--- src/rtl/tqv_periph_initiator.sv ---
// Host-side TinyQV peripheral bus initiator: one transaction in flight, strobes for one cycle per
// wait state until data_ready or TIMEOUT strobe cycles elapse; the response holds until resp_ready.
module tqv_periph_initiator #(
  parameter int ADDR_W  = 6,
  parameter int TIMEOUT = 16
) (
  input  logic              clk,
  input  logic              rst_n,
  input  logic              req_valid,
  output logic              req_ready,
  input  logic              req_write,
  input  logic [1:0]        req_size,
  input  logic [ADDR_W-1:0] req_addr,
  input  logic [31:0]       req_wdata,
  output logic              resp_valid,
  input  logic              resp_ready,
  output logic [1:0]        resp_status,
  output logic [31:0]       resp_rdata,
  output logic              busy,
  output logic [ADDR_W-1:0] bus_address,
  output logic [31:0]       bus_wdata,
  output logic [1:0]        bus_write_n,
  output logic [1:0]        bus_read_n,
  input  logic [31:0]       bus_rdata,
  input  logic              bus_ready
);

  typedef enum logic [1:0] {IDLE, ACCESS, RESP} state_t;

  localparam logic [1:0] ST_OK      = 2'b00;
  localparam logic [1:0] ST_TIMEOUT = 2'b01;
  localparam logic [1:0] ST_ERROR   = 2'b10;
  localparam logic [7:0] TIMER_LAST = 8'(TIMEOUT - 1);

  state_t            state_q, state_d;
  logic [7:0]        timer_q, timer_d;
  logic              write_q, write_d;
  logic [1:0]        size_q, size_d;
  logic [ADDR_W-1:0] bus_address_q, bus_address_d;
  logic [31:0]       bus_wdata_q, bus_wdata_d;
  logic [1:0]        bus_write_n_q, bus_write_n_d;
  logic [1:0]        bus_read_n_q, bus_read_n_d;
  logic              resp_valid_q, resp_valid_d;
  logic [1:0]        resp_status_q, resp_status_d;
  logic [31:0]       resp_rdata_q, resp_rdata_d;
  logic              req_ready_q, req_ready_d;
  logic              busy_q, busy_d;
  logic              req_legal;

  function automatic logic [31:0] size_mask(input logic [1:0] size, input logic [31:0] data);
    case (size)
      2'b00:   size_mask = {24'h0, data[7:0]};
      2'b01:   size_mask = {16'h0, data[15:0]};
      default: size_mask = data;
    endcase
  endfunction

  always_comb begin
    req_legal = 1'b1;
    if (req_size == 2'b11) req_legal = 1'b0;
    if (req_size == 2'b01 && req_addr[0] != 1'b0) req_legal = 1'b0;
    if (req_size == 2'b10 && req_addr[1:0] != 2'b00) req_legal = 1'b0;
  end

  always_comb begin
    state_d       = state_q;
    timer_d       = timer_q;
    write_d       = write_q;
    size_d        = size_q;
    bus_address_d = bus_address_q;
    bus_wdata_d   = bus_wdata_q;
    bus_write_n_d = bus_write_n_q;
    bus_read_n_d  = bus_read_n_q;
    resp_valid_d  = resp_valid_q;
    resp_status_d = resp_status_q;
    resp_rdata_d  = resp_rdata_q;
    req_ready_d   = req_ready_q;

    case (state_q)
      IDLE: begin
        req_ready_d = 1'b1;
        if (req_valid && req_ready_q) begin
          req_ready_d = 1'b0;
          write_d     = req_write;
          size_d      = req_size;
          if (req_legal) begin
            state_d       = ACCESS;
            timer_d       = 8'd0;
            bus_address_d = req_addr;
            bus_wdata_d   = size_mask(req_size, req_wdata);
            bus_write_n_d = req_write ? req_size : 2'b11;
            bus_read_n_d  = req_write ? 2'b11 : req_size;
          end else begin
            // Illegal size/alignment is answered without touching the bus.
            state_d       = RESP;
            resp_valid_d  = 1'b1;
            resp_status_d = ST_ERROR;
            resp_rdata_d  = 32'h0;
          end
        end
      end
      ACCESS: begin
        if (bus_ready) begin
          state_d       = RESP;
          bus_write_n_d = 2'b11;
          bus_read_n_d  = 2'b11;
          resp_valid_d  = 1'b1;
          resp_status_d = ST_OK;
          resp_rdata_d  = write_q ? 32'h0 : size_mask(size_q, bus_rdata);
        end else if (timer_q == TIMER_LAST) begin
          state_d       = RESP;
          bus_write_n_d = 2'b11;
          bus_read_n_d  = 2'b11;
          resp_valid_d  = 1'b1;
          resp_status_d = ST_TIMEOUT;
          resp_rdata_d  = 32'h0;
        end else begin
          timer_d = timer_q + 8'd1;
        end
      end
      RESP: begin
        if (resp_ready) begin
          state_d      = IDLE;
          resp_valid_d = 1'b0;
          req_ready_d  = 1'b1;
        end
      end
      default: begin
        state_d       = IDLE;
        bus_write_n_d = 2'b11;
        bus_read_n_d  = 2'b11;
        resp_valid_d  = 1'b0;
        req_ready_d   = 1'b1;
      end
    endcase

    busy_d = (state_d != IDLE);
  end

  always_ff @(posedge clk or negedge rst_n) begin
    if (!rst_n) begin
      state_q       <= IDLE;
      timer_q       <= 8'd0;
      write_q       <= 1'b0;
      size_q        <= 2'b00;
      bus_address_q <= '0;
      bus_wdata_q   <= 32'h0;
      bus_write_n_q <= 2'b11;
      bus_read_n_q  <= 2'b11;
      resp_valid_q  <= 1'b0;
      resp_status_q <= ST_OK;
      resp_rdata_q  <= 32'h0;
      req_ready_q   <= 1'b1;
      busy_q        <= 1'b0;
    end else begin
      state_q       <= state_d;
      timer_q       <= timer_d;
      write_q       <= write_d;
      size_q        <= size_d;
      bus_address_q <= bus_address_d;
      bus_wdata_q   <= bus_wdata_d;
      bus_write_n_q <= bus_write_n_d;
      bus_read_n_q  <= bus_read_n_d;
      resp_valid_q  <= resp_valid_d;
      resp_status_q <= resp_status_d;
      resp_rdata_q  <= resp_rdata_d;
      req_ready_q   <= req_ready_d;
      busy_q        <= busy_d;
    end
  end

  assign req_ready   = req_ready_q;
  assign resp_valid  = resp_valid_q;
  assign resp_status = resp_status_q;
  assign resp_rdata  = resp_rdata_q;
  assign busy        = busy_q;
  assign bus_address = bus_address_q;
  assign bus_wdata   = bus_wdata_q;
  assign bus_write_n = bus_write_n_q;
  assign bus_read_n  = bus_read_n_q;

endmodule

--- config.mk ---
export PLATFORM = sky130hd
export DESIGN_NAME = tqv_periph_initiator
export DESIGN_NICKNAME = d
export VERILOG_FILES = /design/src/rtl/tqv_periph_initiator.sv
export SDC_FILE = /design/constraint.sdc
export NUM_CORES = 1
export LEC_CHECK = 0
export ABC_AREA = 1
export CAP_MARGIN = 10
export CORE_UTILIZATION = 47
export CTS_CLUSTER_SIZE = 10
export DETAILED_ROUTE_END_ITERATION = 8
export GPL_ROUTABILITY_DRIVEN = 0
export GPL_TIMING_DRIVEN = 0
export MAX_ROUTING_LAYER = met4
export PLACE_DENSITY_LB_ADDON = 0.3
export SYNTH_ARGS = -nofsm -noshare
export SYNTH_HDL_FRONTEND = slang
export SYNTH_SLANG_ARGS = --single-unit
--- constraint.sdc ---
create_clock -name clk -period 3.4 [get_ports clk]
set_clock_uncertainty 0.15 [all_clocks]
set_input_delay 0.51 -clock clk [delete_from_list [all_inputs] [get_ports clk]]
set_output_delay 0.51 -clock clk [all_outputs]
set_load 0.02 [all_outputs]
==> impl_metrics.json <==
{
  "layout_worst_path_cycle_share_pct": 63.94,
  "final_instance_area_sq_um": 5812,
  "critical_path_end": "req_ready",
  "fillCellCount": 570,
  "flip_flop_cell_with_the_highest_count_after_synthesis": "sky130_fd_sc_hd__dfrtp_1",
  "die_w_um": 92.99,
  "h_tree_levels": 3,
  "number_of_synthesized_flops_with_an_enable_pin": 0,
  "cts_hold_repair.buffers": 1,
  "critical_path_class": "reg -> out",
  "worst-r2r-cell-count": 7,
  "ant_diodes": 0,
  "regToRegStartpoint": "timer_q[0]",
  "number_of_global_route_vias_before_repair": 3578,
  "placement_rows": 32,
  "timing.final.hold_violations": 0,
  "path_clk_slew_ps": 90,
  "detail_route.first_pass.iterations": 5,
  "hpwlAfterDp_mm": 7.405,
  "drc": 0,
  "worstHoldPathType": "reg -> reg",
  "drv.max_cap_violation_count": 0,
  "report.final.slew_viol_count": 0,
  "worst_skew_pair.late_latency_ps": 340,
  "cp-end-kind": "output port",
  "setup.worst_path.start_class": "register",
  "tritoncts_clock_tree": "done",
  "timing.critical_path.buf_inv": 1,
  "synth_fa_ha_area_share_pct": 0.3215,
  "numPlacedInstances": 704,
  "synthMuxAreaShare_pct": 0,
  "worst-path-max-fanout": 3,
  "postCtsResizedCells": 0,
  "port_buffers": 155,
  "timing.critical_path.slowest_stage_cell": "sky130_fd_sc_hd__clkdlybuf4s50_1",
  "max-vdd-ir-drop_v": 0.0004806,
  "yosys_register_bits": 92,
  "drtAntennaViolNets": 0,
  "synth_area_leader": "sky130_fd_sc_hd__dfrtp_1",
  "run_status": "finished clean",
  "multi_input_comb_area_sq_um": 1358,
  "setup_violations": 0,
  "syn-instance-count": 446,
  "syn_to_final_growth_pct": 49.36,
  "min-delay-start": "resp_rdata[18]",
  "syn_area_sq_um": 3891,
  "overflow_after_grt": 0,
  "cp_top_family": "buffers and inverters",
  "tmin_final_ps": 2174,
  "fin_nets": 693,
  "instances_no_fill": 721,
  "timing.critical_path.cells": "clkdlybuf4s50_1",
  "setup_total_negative_slack_ps": 0,
  "grt_max_degree": 58,
  "reg2reg_to": "resp_rdata[5]",
  "yosys.area_share.xor_xnor_pct": 0.4502,
  "syn-num-nets": 525,
  "timing.critical_path.slowest_cell_delay_ps": 600,
  "die_area_sq_um": 8647,
  "grt_first_pass_wirelength_mm": 16.22,
  "synth_cell_type_count": 28,
  "synth_compound_area_share_pct": 8.135,
  "leakage_power_nw": 2.810,
  "maxSlewHeadroom_pct": 61.79,
  "power_w": 0.004428,
  "grt_antenna_before_repair": 0,
  "floorplan.die.height_um": 92.99,
  "cts_made_buffers": 9,
  "fmax_mhz": 460.0,
  "critical_path.startpoint": "req_ready",
  "yosys.area_share.simple_pct": 25.98,
  "final_layout_size_suffix_gt1_share_pct": 7.270,
  "routed_wire_length_per_instance_um": 13.53,
  "crit_cells": 1,
  "tightestPinTransition_ps": 569.3,
  "combinational_family_with_the_most_area_after_synthesis": "simple AND/OR/NAND/NOR gates",
  "p_per_area_nw_per_um2": 761.9,
  "core_area_sq_um": 7848,
  "dpl_cell_area_sq_um": 5595,
  "worst_ep_arrival_time_ps": 1510,
  "post-cts-setup-buffers": 0,
  "post_synthesis_average_cell_area_sq_um": 8.725,
  "avgViaCountPerCell": 4.899,
  "register_area_sq_um": 2308,
  "synth.yosys.seq_area_share_pct": 59.32,
  "start_util_pct": 49.59,
  "top_level_ports": 157,
  "cts_root_buf": "sky130_fd_sc_hd__clkbuf_8",
  "cts.path.max_buffers": 2,
  "grt_setup_unrepaired": "no",
  "regToRegSetupSlack_ps": 1450,
  "biggest_area_contributors_in_the_synthesized_netlist": "sky130_fd_sc_hd__dfrtp_1 (56%), sky130_fd_sc_hd__nand2_1 (18%), sky130_fd_sc_hd__o21ai_0 (4.6%), sky130_fd_sc_hd__nand3_1 (4.1%), sky130_fd_sc_hd__dfstp_2 (3.4%)",
  "synth_largest_type_area_fraction_pct": 55.95,
  "routed_wirelength_mm": 9.755,
  "route.vias.total": 3532,
  "cts_num_sinks": 92,
  "synth-async-reset-ratio_pct": 100.0,
  "ys_warn_count": 0,
  "detailedRoute.firstIterationViolations": 113,
  "groute.usage.overall_pct": 24.50,
  "data_required_time_at_the_worst_endpoint_ps": 2740,
  "hold_slack_ps": 328.5
}
-- cells by family after synthesis --
family                     count (synthesis)
xor gates and xnor gates                   2
DFF                                       92
adders and majority gates                  1
and+or+nand+nor                          244
buffers and inverters                     49
AOI/OAI and AO/OA                         58
-- layout by cell type (no fill, tap or decap), types with 2 or more instances in the layout --
cell type                           n
sky130_fd_sc_hd__o21ai_1           12
sky130_fd_sc_hd__buf_4              7
sky130_fd_sc_hd__xor2_1             2
sky130_fd_sc_hd__nor2_1            12
sky130_fd_sc_hd__clkbuf_1           5
sky130_fd_sc_hd__inv_6              3
sky130_fd_sc_hd__dfstp_2            5
sky130_fd_sc_hd__buf_2              3
sky130_fd_sc_hd__a21oi_1            3
sky130_fd_sc_hd__clkdlybuf4s50_1  154
sky130_fd_sc_hd__o21bai_1           5
sky130_fd_sc_hd__nor2_2             2
sky130_fd_sc_hd__inv_1             29
sky130_fd_sc_hd__nand2_1          191
sky130_fd_sc_hd__dfrtp_1           87
sky130_fd_sc_hd__inv_2              3
sky130_fd_sc_hd__o21ai_0           36
sky130_fd_sc_hd__clkbuf_8          10
sky130_fd_sc_hd__nand3_1           32
sky130_fd_sc_hd__buf_6              2
-- where the power goes --
group | switching [W] | internal, W
registers | 0.000214 | 0.00147
logic | 0.00110 | 0.000891
clock network | 0.000391 | 0.000367
-- state kept, by name, indices dropped and copies added (netlist names), 2 cells and up --
signal and count:
resp_rdata 32, bus_read_n 2, size_q 2, resp_status 2, bus_address 6, bus_write_n 2
timer_q 8, bus_wdata 32, state_q 2
-- metal layers --
metal / global-route usage (%) / routed length, um / share of wire (%)
met1: 28.59 / 4066 / 42
met5: - / 0 / 0
met4: 8.846 / 257 / 2.6
met2: 39.77 / 4674 / 48
met3: 8.049 / 756 / 7.7
-- worst min path at each step --
stage               depth (start not counted)             end
finish                                      2  resp_rdata[18]
floorplan                                   0  bus_address[0]
global route                                3   bus_wdata[26]
CTS                                         3   bus_wdata[26]
detailed placement                          2  resp_rdata[27]
global placement                            2  resp_rdata[19]
-- per-stage QoR --
stage                     setup slack [ps]  util (%)
after CTS                             1212     74.06
after floorplan                       1692         -
after global placement               -1584     70.98
final                                 1226     74.06
after detailed placement              1118     71.30
after global routing                  1186     74.06
-- cell type report --
cell class	count	area share (%)
Tap cell	102	2.196
Clock buffer	10	2.368
Sequential cell	92	39.72
Buffer	17	1.808
Clock inverter	6	1.184
Timing Repair Buffer	157	27.30
Multi-Input combinational cell	305	23.36
Inverter	32	2.067
-- cell usage after synthesis, types with 2 or more instances --
master	instances
sky130_fd_sc_hd__o21bai_1	5
sky130_fd_sc_hd__nor2_2	2
sky130_fd_sc_hd__buf_6	2
sky130_fd_sc_hd__nand2_1	191
sky130_fd_sc_hd__o21ai_1	12
sky130_fd_sc_hd__buf_4	6
sky130_fd_sc_hd__nor2_1	12
sky130_fd_sc_hd__dfstp_2	5
sky130_fd_sc_hd__dfrtp_1	87
sky130_fd_sc_hd__nand3_1	32
sky130_fd_sc_hd__a21oi_1	3
sky130_fd_sc_hd__xor2_1	2
sky130_fd_sc_hd__clkbuf_1	5
sky130_fd_sc_hd__inv_1	29
sky130_fd_sc_hd__inv_2	3
sky130_fd_sc_hd__buf_2	3
sky130_fd_sc_hd__o21ai_0	36
No activity file was read; power rests on OpenSTA's default activity.
